## src/rtl/baud_rate_generator.sv

```systemverilog
// Oversampled baud tick generator: sample, mid-bit and end-of-bit strobes from a rate table or custom divisor.
// All outputs registered; first strobe div_q enabled edges after a clear/rate change; enable=0 freezes the counters.
module baud_rate_generator #(
    parameter int unsigned CLK_FREQ   = 50000000,
    parameter int unsigned OVERSAMPLE = 16,
    parameter int unsigned DIV_W      = 16
) (
    input  logic             clk,
    input  logic             rst,
    input  logic             enable,
    input  logic [2:0]       baud_select,
    input  logic             use_custom,
    input  logic [DIV_W-1:0] custom_div,
    input  logic             sync_clr,
    output logic             sample_enable,
    output logic             mid_enable,
    output logic             bit_enable
);

    localparam int unsigned OS_W = (OVERSAMPLE > 2) ? $clog2(OVERSAMPLE) : 1;

    // Rounded divisor, saturated to the counter width.
    function automatic logic [DIV_W-1:0] calc_div(input longint baud);
        longint d;
        longint maxv;
        d    = (longint'(CLK_FREQ) + (baud * longint'(OVERSAMPLE)) / 2) / (baud * longint'(OVERSAMPLE));
        maxv = (longint'(1) << DIV_W) - 1;
        if (d > maxv) begin
            d = maxv;
        end
        return d[DIV_W-1:0];
    endfunction

    localparam logic [DIV_W-1:0] DIV0 = calc_div(300);
    localparam logic [DIV_W-1:0] DIV1 = calc_div(1200);
    localparam logic [DIV_W-1:0] DIV2 = calc_div(4800);
    localparam logic [DIV_W-1:0] DIV3 = calc_div(9600);
    localparam logic [DIV_W-1:0] DIV4 = calc_div(19200);
    localparam logic [DIV_W-1:0] DIV5 = calc_div(38400);
    localparam logic [DIV_W-1:0] DIV6 = calc_div(57600);
    localparam logic [DIV_W-1:0] DIV7 = calc_div(115200);

    localparam logic [OS_W-1:0] OS_MID  = OS_W'(OVERSAMPLE / 2 - 1);
    localparam logic [OS_W-1:0] OS_LAST = OS_W'(OVERSAMPLE - 1);

    logic [DIV_W-1:0] div_q, div_d;
    logic [DIV_W-1:0] cnt_q, cnt_d;
    logic [OS_W-1:0]  os_cnt_q, os_cnt_d;
    logic             sample_q, sample_d;
    logic             mid_q, mid_d;
    logic             bit_q, bit_d;
    logic [DIV_W-1:0] tbl_div;
    logic [DIV_W-1:0] div_next;

    always_comb begin
        tbl_div = DIV0;
        case (baud_select)
            3'd0:    tbl_div = DIV0;
            3'd1:    tbl_div = DIV1;
            3'd2:    tbl_div = DIV2;
            3'd3:    tbl_div = DIV3;
            3'd4:    tbl_div = DIV4;
            3'd5:    tbl_div = DIV5;
            3'd6:    tbl_div = DIV6;
            default: tbl_div = DIV7;
        endcase
    end

    assign div_next = use_custom ? custom_div : tbl_div;

    always_comb begin
        div_d    = div_q;
        cnt_d    = cnt_q;
        os_cnt_d = os_cnt_q;
        sample_d = 1'b0;
        mid_d    = 1'b0;
        bit_d    = 1'b0;
        // Realign and rate change share one clear so no partial period escapes.
        if (sync_clr || (div_next != div_q)) begin
            div_d    = div_next;
            cnt_d    = '0;
            os_cnt_d = '0;
        end else if (!enable) begin
            cnt_d    = cnt_q;
        end else if (div_q == '0) begin
            cnt_d    = '0;
        end else if (cnt_q == div_q - DIV_W'(1)) begin
            cnt_d    = '0;
            sample_d = 1'b1;
            mid_d    = (os_cnt_q == OS_MID);
            bit_d    = (os_cnt_q == OS_LAST);
            os_cnt_d = (os_cnt_q == OS_LAST) ? '0 : os_cnt_q + OS_W'(1);
        end else begin
            cnt_d    = cnt_q + DIV_W'(1);
        end
    end

    always_ff @(posedge clk or posedge rst) begin
        if (rst) begin
            div_q    <= DIV0;
            cnt_q    <= '0;
            os_cnt_q <= '0;
            sample_q <= 1'b0;
            mid_q    <= 1'b0;
            bit_q    <= 1'b0;
        end else begin
            div_q    <= div_d;
            cnt_q    <= cnt_d;
            os_cnt_q <= os_cnt_d;
            sample_q <= sample_d;
            mid_q    <= mid_d;
            bit_q    <= bit_d;
        end
    end

    assign sample_enable = sample_q;
    assign mid_enable    = mid_q;
    assign bit_enable    = bit_q;

endmodule

```

## config.mk

```make
export PLATFORM = sky130hd
export DESIGN_NAME = baud_rate_generator
export DESIGN_NICKNAME = d
export VERILOG_FILES = /design/src/rtl/baud_rate_generator.sv
export SDC_FILE = /design/constraint.sdc
export NUM_CORES = 1
export LEC_CHECK = 0
export CORE_MARGIN = 3
export CORE_UTILIZATION = 36
export CTS_BUF_LIST = sky130_fd_sc_hd__clkbuf_2
export CTS_CLUSTER_SIZE = 8
export DETAILED_ROUTE_END_ITERATION = 16
export PLACE_DENSITY = 0.56
export SLEW_MARGIN = 15
export SYNTH_ARGS = -nofsm -noshare
export SYNTH_HDL_FRONTEND = slang
export SYNTH_SLANG_ARGS = --single-unit
```

## constraint.sdc

```tcl
create_clock -name clk -period 8.3 [get_ports clk]
set_input_delay 1.245 -clock clk [delete_from_list [all_inputs] [get_ports clk]]
set_output_delay 1.245 -clock clk [all_outputs]
set_load 0.02 [all_outputs]
```

==> flow_summary.yaml, run 1 <==
status:
  status: "finished clean"
cells_and_area:
  drive_above_1_share: 0.0704
  fin_util: 0.424
  multi_input_area_um2: 1680
  final_cell_mix: "33 x dfrtp_1, 30 x nand2_1, 28 x xnor2_1, 26 x clkdlybuf4s50_1, 18 x nor2_1"
  regArea_um2: 983
  layout_commonest_cell: "dfrtp_1"
  final_cell_area_um2: 3140
  fillers: 741
  nNetsFinal: 368
  area_growth_pct: 11.3
  num_antenna_cells: 0
global_routing:
  antenna_found_initial: 0
  grt_max_degree: 40
  first_global_vias: 2357
  grt_pass1_wl_um: 11500
  track_usage: 0.161
  grt-ovfl-total: 0
placed_design:
  place_area_um2: 3100
  io_buffers: 26
  place.gp.congestion: 0.836
  pre_cts_slack_ns: 3.08
  dp_hpwl_um: 4930
sta:
  fin_ws_ns: 3.54
  finalHoldViolations: 0
  max-slew-margin-rel: 0.443
  period_share: 0.574
  worst-slew-pin-transition_ns: 0.833
  finalSetupTns_ns: 0
  clock.fmax_mhz: 210
  fin_skew_ns: 0.0127
  slew_violations: 0
  setup_violations: 0
  fin_crit_ns: 4.76
  rsz0062_at_grt: "false"
clock_network:
  clk_pin_slew_ns: 0.20
  cts_setup_buffers: 0
  hold_buffers: 0
  cts_num_sinks: 39
  htreeDepth: 2
  root_buffer: "clkbuf_2"
  cts_tree: "yes"
  numCtsBuffers: 5
  clk_path_buf_depth: 2
  cts_resized: 0
  clock_latency_ns: 0.40
logic_synthesis:
  synth_cells: 334
  synth-seq-cells: 39
  netlist_area_um2: 2820
  async_flop_share: 1.00
  synth_warnings: 0
  synth_edf_count: 0
  synth_area_leaders: "dfrtp_1 29%, xnor2_1 8.7%, dfstp_2 5.6%"
  syn_area_per_cell_um2: 8.44
  seq_area_frac_synth: 0.349
  yosys.area.top_type_share: 0.293
  synth_top_area_cell: "dfrtp_1"
  synth_ff_type: "dfrtp_1"
  synth_fp_nets: 361
  ys_types: 57
critical_path:
  worstPathCellList: "clkdlybuf4s50_1 -> inv_1 -> mux2_2 -> xnor2_1 -> a2111oi_0 -> and4_1 -> nand4_1 -> or3_1 -> o211ai_1"
  cp_top_family: "simple AND/OR/NAND/NOR gates"
  required_ns: 8.61
  cp_max_fo: 28
  crit_slowest_cell: "clkdlybuf4s50_1"
  worstSetupStartpoint: "use_custom"
  critPathBufInv: 2
  r2r_start: "div_q[1]$_DFFE_PP0N_"
  critical-path-max-stage-delay_ns: 1.00
  arrival_ns: 5.07
  setup.worst_path.start_class: "primary input"
  end_kind: "register"
  path_class: "in2reg"
floorplan:
  initial_core_util: 0.381
  die_h_um: 94.5
  rows: 31
  die_x_um: 94.5
  io_pins: 27
  core_um2: 7410
  die_area_um2: 8930
route:
  postRouteAntennaNets: 0
  vias_per_cell: 5.41
  drtIter0Drc: 131
  drt-total-wl_um: 6590
  wl_per_cell_um: 15.0
  drtPass1Iterations: 4
  post-route-drc-count: 0
  vias: 2379
worst_hold_path:
  hp-start: "os_cnt_q[3]$_DFFE_PP0P_"
  min_path_type: "reg2reg"
power:
  internal-power_w: 0.000257
  p_per_area_nw_per_um2: 117
  swShare: 0.300
  p_leak_nw: 1.25
  vdd_drop_max_mv: 0.0448
  p_clk_frac: 0.231
  power.share.combinational: 0.195
  p_switching_w: 0.000110
  power_frac_seq: 0.575
flow_run:
  cap_violations: 0
worst reg2reg max path, stage by stage, from the launching register on:
cell and delay [ns]:
dfrtp_1 0.46, inv_1 0.11, ha_1 0.26, nor3b_2 0.44
nand4_1 0.26, mux2_2 0.33, o31ai_1 0.31, a2111o_1 0.31
nand4_1 0.69, or3_1 0.61, o211ai_1 0.09
power by group through the flow:
stage / registers (W) / logic (W) / clock network [W]
after global placement: 0.000214 / 0.0000714 / 0
after detailed placement: 0.000214 / 0.0000714 / 0
final: 0.000211 / 0.0000714 / 0.0000846
after global routing: 0.000213 / 0.0000799 / 0.0000958
after floorplan: 0.000204 / 0.0000573 / 0
after CTS: 0.000211 / 0.0000719 / 0.0000874
synthesized netlist by cell type, drive strengths merged, types with 6 or more instances:
library cell	count
a21o	6
nor2	19
dfstp	6
or4	6
nand3	14
nor3b	8
a21oi	10
dfrtp	33
or3	6
clkbuf	22
a211o	9
nor3	13
xnor2	28
xor2	10
inv	14
and3	6
nand2	30
o21ai	17
final cells by class:
cell class | instances | area share
Inverter | 14 | 0.0167
Sequential cell | 39 | 0.313
Timing Repair Buffer | 27 | 0.0853
Clock buffer | 7 | 0.0112
Multi-Input combinational cell | 254 | 0.534
Tap cell | 99 | 0.0395
cells by family after synthesis:
kind of cell    count (synthesis)  share of synthesized area
xor+xnor                       38                      0.118
compound gates                 70                      0.172
buf+inv                        41                     0.0581
mux                             6                     0.0231
simple gates                  137                      0.267
flops                          39                      0.349
fa+ha+maj                       3                     0.0133
state kept, by name (all words and copies together) (netlist names):
register	count
sample_enable	1
mid_enable	1
os_cnt_q	4
div_q	16
cnt_q	16
bit_enable	1
layer usage:
layer	track usage	up-vias	part of all wire	routed length, um
met5	0	-	0	0
met4	0.0361	0	0.0091	60
met3	0.0271	7	0.032	209
met2	0.262	40	0.47	3070
met1	0.225	1120	0.49	3240
li1	-	1212	-	-
through the flow:
| step | cells | hold slack, ns | power, W |
|---|---|---|---|
| 2_1_floorplan | 334 | 0.462 | 0.000262 |
| 5_1_grt | 440 | 0.542 | 0.000388 |
| 6_report | 440 | 0.534 | 0.000367 |
| 3_5_place_dp | 433 | 0.515 | 0.000286 |
| 4_1_cts | 440 | 0.520 | 0.000370 |
| 3_3_place_gp | 433 | 0.514 | 0.000286 |
final timing paths:
kind	end	depth (start not counted)	slack, ns
min in group asynchronous	cnt_q[1]$_DFFE_PP0P_	3	1.23
hold / removal	mid_enable$_DFF_PP0_	1	0.53
hold reg to reg	mid_enable$_DFF_PP0_	1	0.53
setup reg to reg	cnt_q[8]$_DFFE_PP0P_	10	4.34
max in group asynchronous	div_q[7]$_DFFE_PP1N_	3	6.68
setup / recovery	cnt_q[8]$_DFFE_PP0P_	9	3.54
No activity file was read; power rests on OpenSTA's default activity.
==> run 2: changes to the inputs <==
--- a/config.mk
+++ b/config.mk
@@ -10,7 +10,7 @@
 export CTS_BUF_LIST = sky130_fd_sc_hd__clkbuf_2
 export CTS_CLUSTER_SIZE = 8
 export DETAILED_ROUTE_END_ITERATION = 16
-export PLACE_DENSITY = 0.56
+export PLACE_DENSITY = 0.58
 export SLEW_MARGIN = 15
 export SYNTH_ARGS = -nofsm -noshare
 export SYNTH_HDL_FRONTEND = slang
==> constraint.sdc (replaced) <==
create_clock -name clk -period 4 [get_ports clk]
set_input_delay 0.6 -clock clk [delete_from_list [all_inputs] [get_ports clk]]
set_output_delay 0.6 -clock clk [all_outputs]
set_load 0.02 [all_outputs]
==> run 2 against run 1 <==
Against the previous run: via count up 2.6%; power increased by 150%; flip-flop and latch count did not move; core utilization up 1.6 points; first-iteration DRC count is 15% higher; sequential share of layout area shrank 1.1 points; cell area up 3.7%; clock skew increased by 0.0062 ns; clock power grew to 3.8 times the previous value; highest routed layer unchanged.
==> flow_summary.yaml, run 2 (synthesis results as in run 1) <==
status:
  status: "finished clean"
global_routing:
  track_usage: 0.161
  antenna_found_initial: 0
  grt_max_degree: 27
  grt-ovfl-total: 0
  grt_pass1_wl_um: 11300
  first_global_vias: 2308
cells_and_area:
  layout_commonest_cell: "dfrtp_1"
  nNetsFinal: 376
  top_regs: "cnt_q: 16 flops, div_q: 16 flops, os_cnt_q: 4 flops"
  fin_util: 0.439
  final_cell_mix: "33 x dfrtp_1, 30 x nand2_1, 28 x xnor2_1, 26 x clkdlybuf4s50_1, 19 x nor2_1"
  num_antenna_cells: 0
  area_growth_pct: 15.4
  drive_above_1_share: 0.0914
  fin_cells: 449
  fillers: 736
critical_path:
  cp_max_fo: 12
  critPathBufInv: 0
  arrival_ns: 3.85
  path_class: "reg2reg"
  cp_top_family: "simple AND/OR/NAND/NOR gates"
  setup.worst_path.start_class: "register"
  required_ns: 4.37
  end_kind: "register"
  critical-path-max-stage-delay_ns: 0.65
  critPathMostFrequentCell: "or4_1"
  crit_slowest_cell: "or4_1"
  worstPathCellList: "or4_1 -> or4_1 -> a21oi_1 -> o22ai_1 -> a2111o_1 -> or2_1 -> or4_1 -> a21oi_1"
sta:
  finalHoldViolations: 0
  setup_violations: 0
  finalSetupTns_ns: 0
  period_share: 0.869
  worst-slew-pin-transition_ns: 0.783
  fin_crit_ns: 3.48
  fin_skew_ns: 0.0188
  rsz0062_at_grt: "false"
  slew_violations: 0
  clock.fmax_mhz: 288
  max-slew-margin-rel: 0.465
floorplan:
  rows: 31
  io_pins: 27
  die_h_um: 94.5
  die_area_um2: 8930
  die_x_um: 94.5
  initial_core_util: 0.381
  core_um2: 7410
clock_network:
  numCtsBuffers: 5
  hold_buffers: 0
  cts_resized: 0
  clock_latency_ns: 0.42
  clk_path_buf_depth: 2
  cts_setup_buffers: 0
  cts_tree: "yes"
  root_buffer: "clkbuf_2"
  cts_num_sinks: 39
  htreeDepth: 2
  clk_pin_slew_ns: 0.24
route:
  drtIter0Drc: 150
  drtPass1Iterations: 4
  post-route-drc-count: 0
  vias_per_cell: 5.44
  wl_per_cell_um: 15.1
  vias: 2441
  postRouteAntennaNets: 0
  drt-total-wl_um: 6780
placed_design:
  io_buffers: 26
  place.gp.congestion: 0.822
  dp_hpwl_um: 5220
  dp.cells: 441
power:
  p_leak_nw: 1.31
  p_per_area_nw_per_um2: 280
  vdd_drop_max_mv: 0.141
worst_hold_path:
  min_path_type: "reg2reg"
flow_run:
  cap_violations: 0
## run 2: cell types whose count changed in the layout (fill, tap and decap cells not counted)
cell        change
clkbuf_2        -2
clkinvlp_4      +1
bufinv_16       +2
buf_4           +8
nor2_2          -1
nor2_1          +1
## run 2: through the flow
stage | instance area, um^2 | power (W) | hold WS [ns] | worst slack, ns
6_report | 3250 | 0.000910 | 0.562 | 0.522
4_1_cts | 3250 | 0.000916 | 0.548 | 0.540
5_1_grt | 3250 | 0.000949 | 0.598 | 0.302
3_3_place_gp | 3160 | 0.000597 | 0.505 | 0.414
2_1_floorplan | 2820 | 0.000543 | 0.462 | 0.935
3_5_place_dp | 3160 | 0.000599 | 0.521 | 0.261
## run 2: routing by layer
layer	global-route usage	vias to the layer above	share of wire
li1	-	1219	-
met1	0.232	1156	0.48
met2	0.244	56	0.45
met3	0.0351	10	0.061
met4	0.0409	0	0.010
met5	0	-	0
## run 2: area by class of cell
type	instances	area, um^2	share of cell area
Clock buffer	5	25.0	0.00769
Clock inverter	3	67.6	0.0208
Inverter	14	52.6	0.0162
Multi-Input combinational cell	254	1670	0.514
Sequential cell	39	983	0.302
Tap cell	99	124	0.0381
Timing Repair Buffer	35	328	0.101
## run 2: path summary, 6_finish.rpt
path / start / depth (start not counted) / to / slack, ns
worst max register to register: div_q[2]$_DFFE_PP0N_ / 8 / os_cnt_q[3]$_DFFE_PP0P_ / 0.52
max in group asynchronous: rst / 3 / div_q[11]$_DFFE_PP1N_ / 2.57
worst min register to register: os_cnt_q[3]$_DFFE_PP0P_ / 1 / mid_enable$_DFF_PP0_ / 0.56
worst min-delay path: os_cnt_q[3]$_DFFE_PP0P_ / 1 / mid_enable$_DFF_PP0_ / 0.56
worst max-delay path: div_q[2]$_DFFE_PP0N_ / 8 / os_cnt_q[3]$_DFFE_PP0P_ / 0.52
min in group asynchronous: rst / 2 / sample_enable$_DFF_PP0_ / 0.58
## run 2: where the power goes
group / leakage (nW) / switching (W) / internal, W
Clock: 0.0492 / 0.000150 / 0.000168
Combinational: 0.755 / 0.0000756 / 0.0000794
Sequential: 0.508 / 0.0000260 / 0.000411
Total: 1.31 / 0.000252 / 0.000658
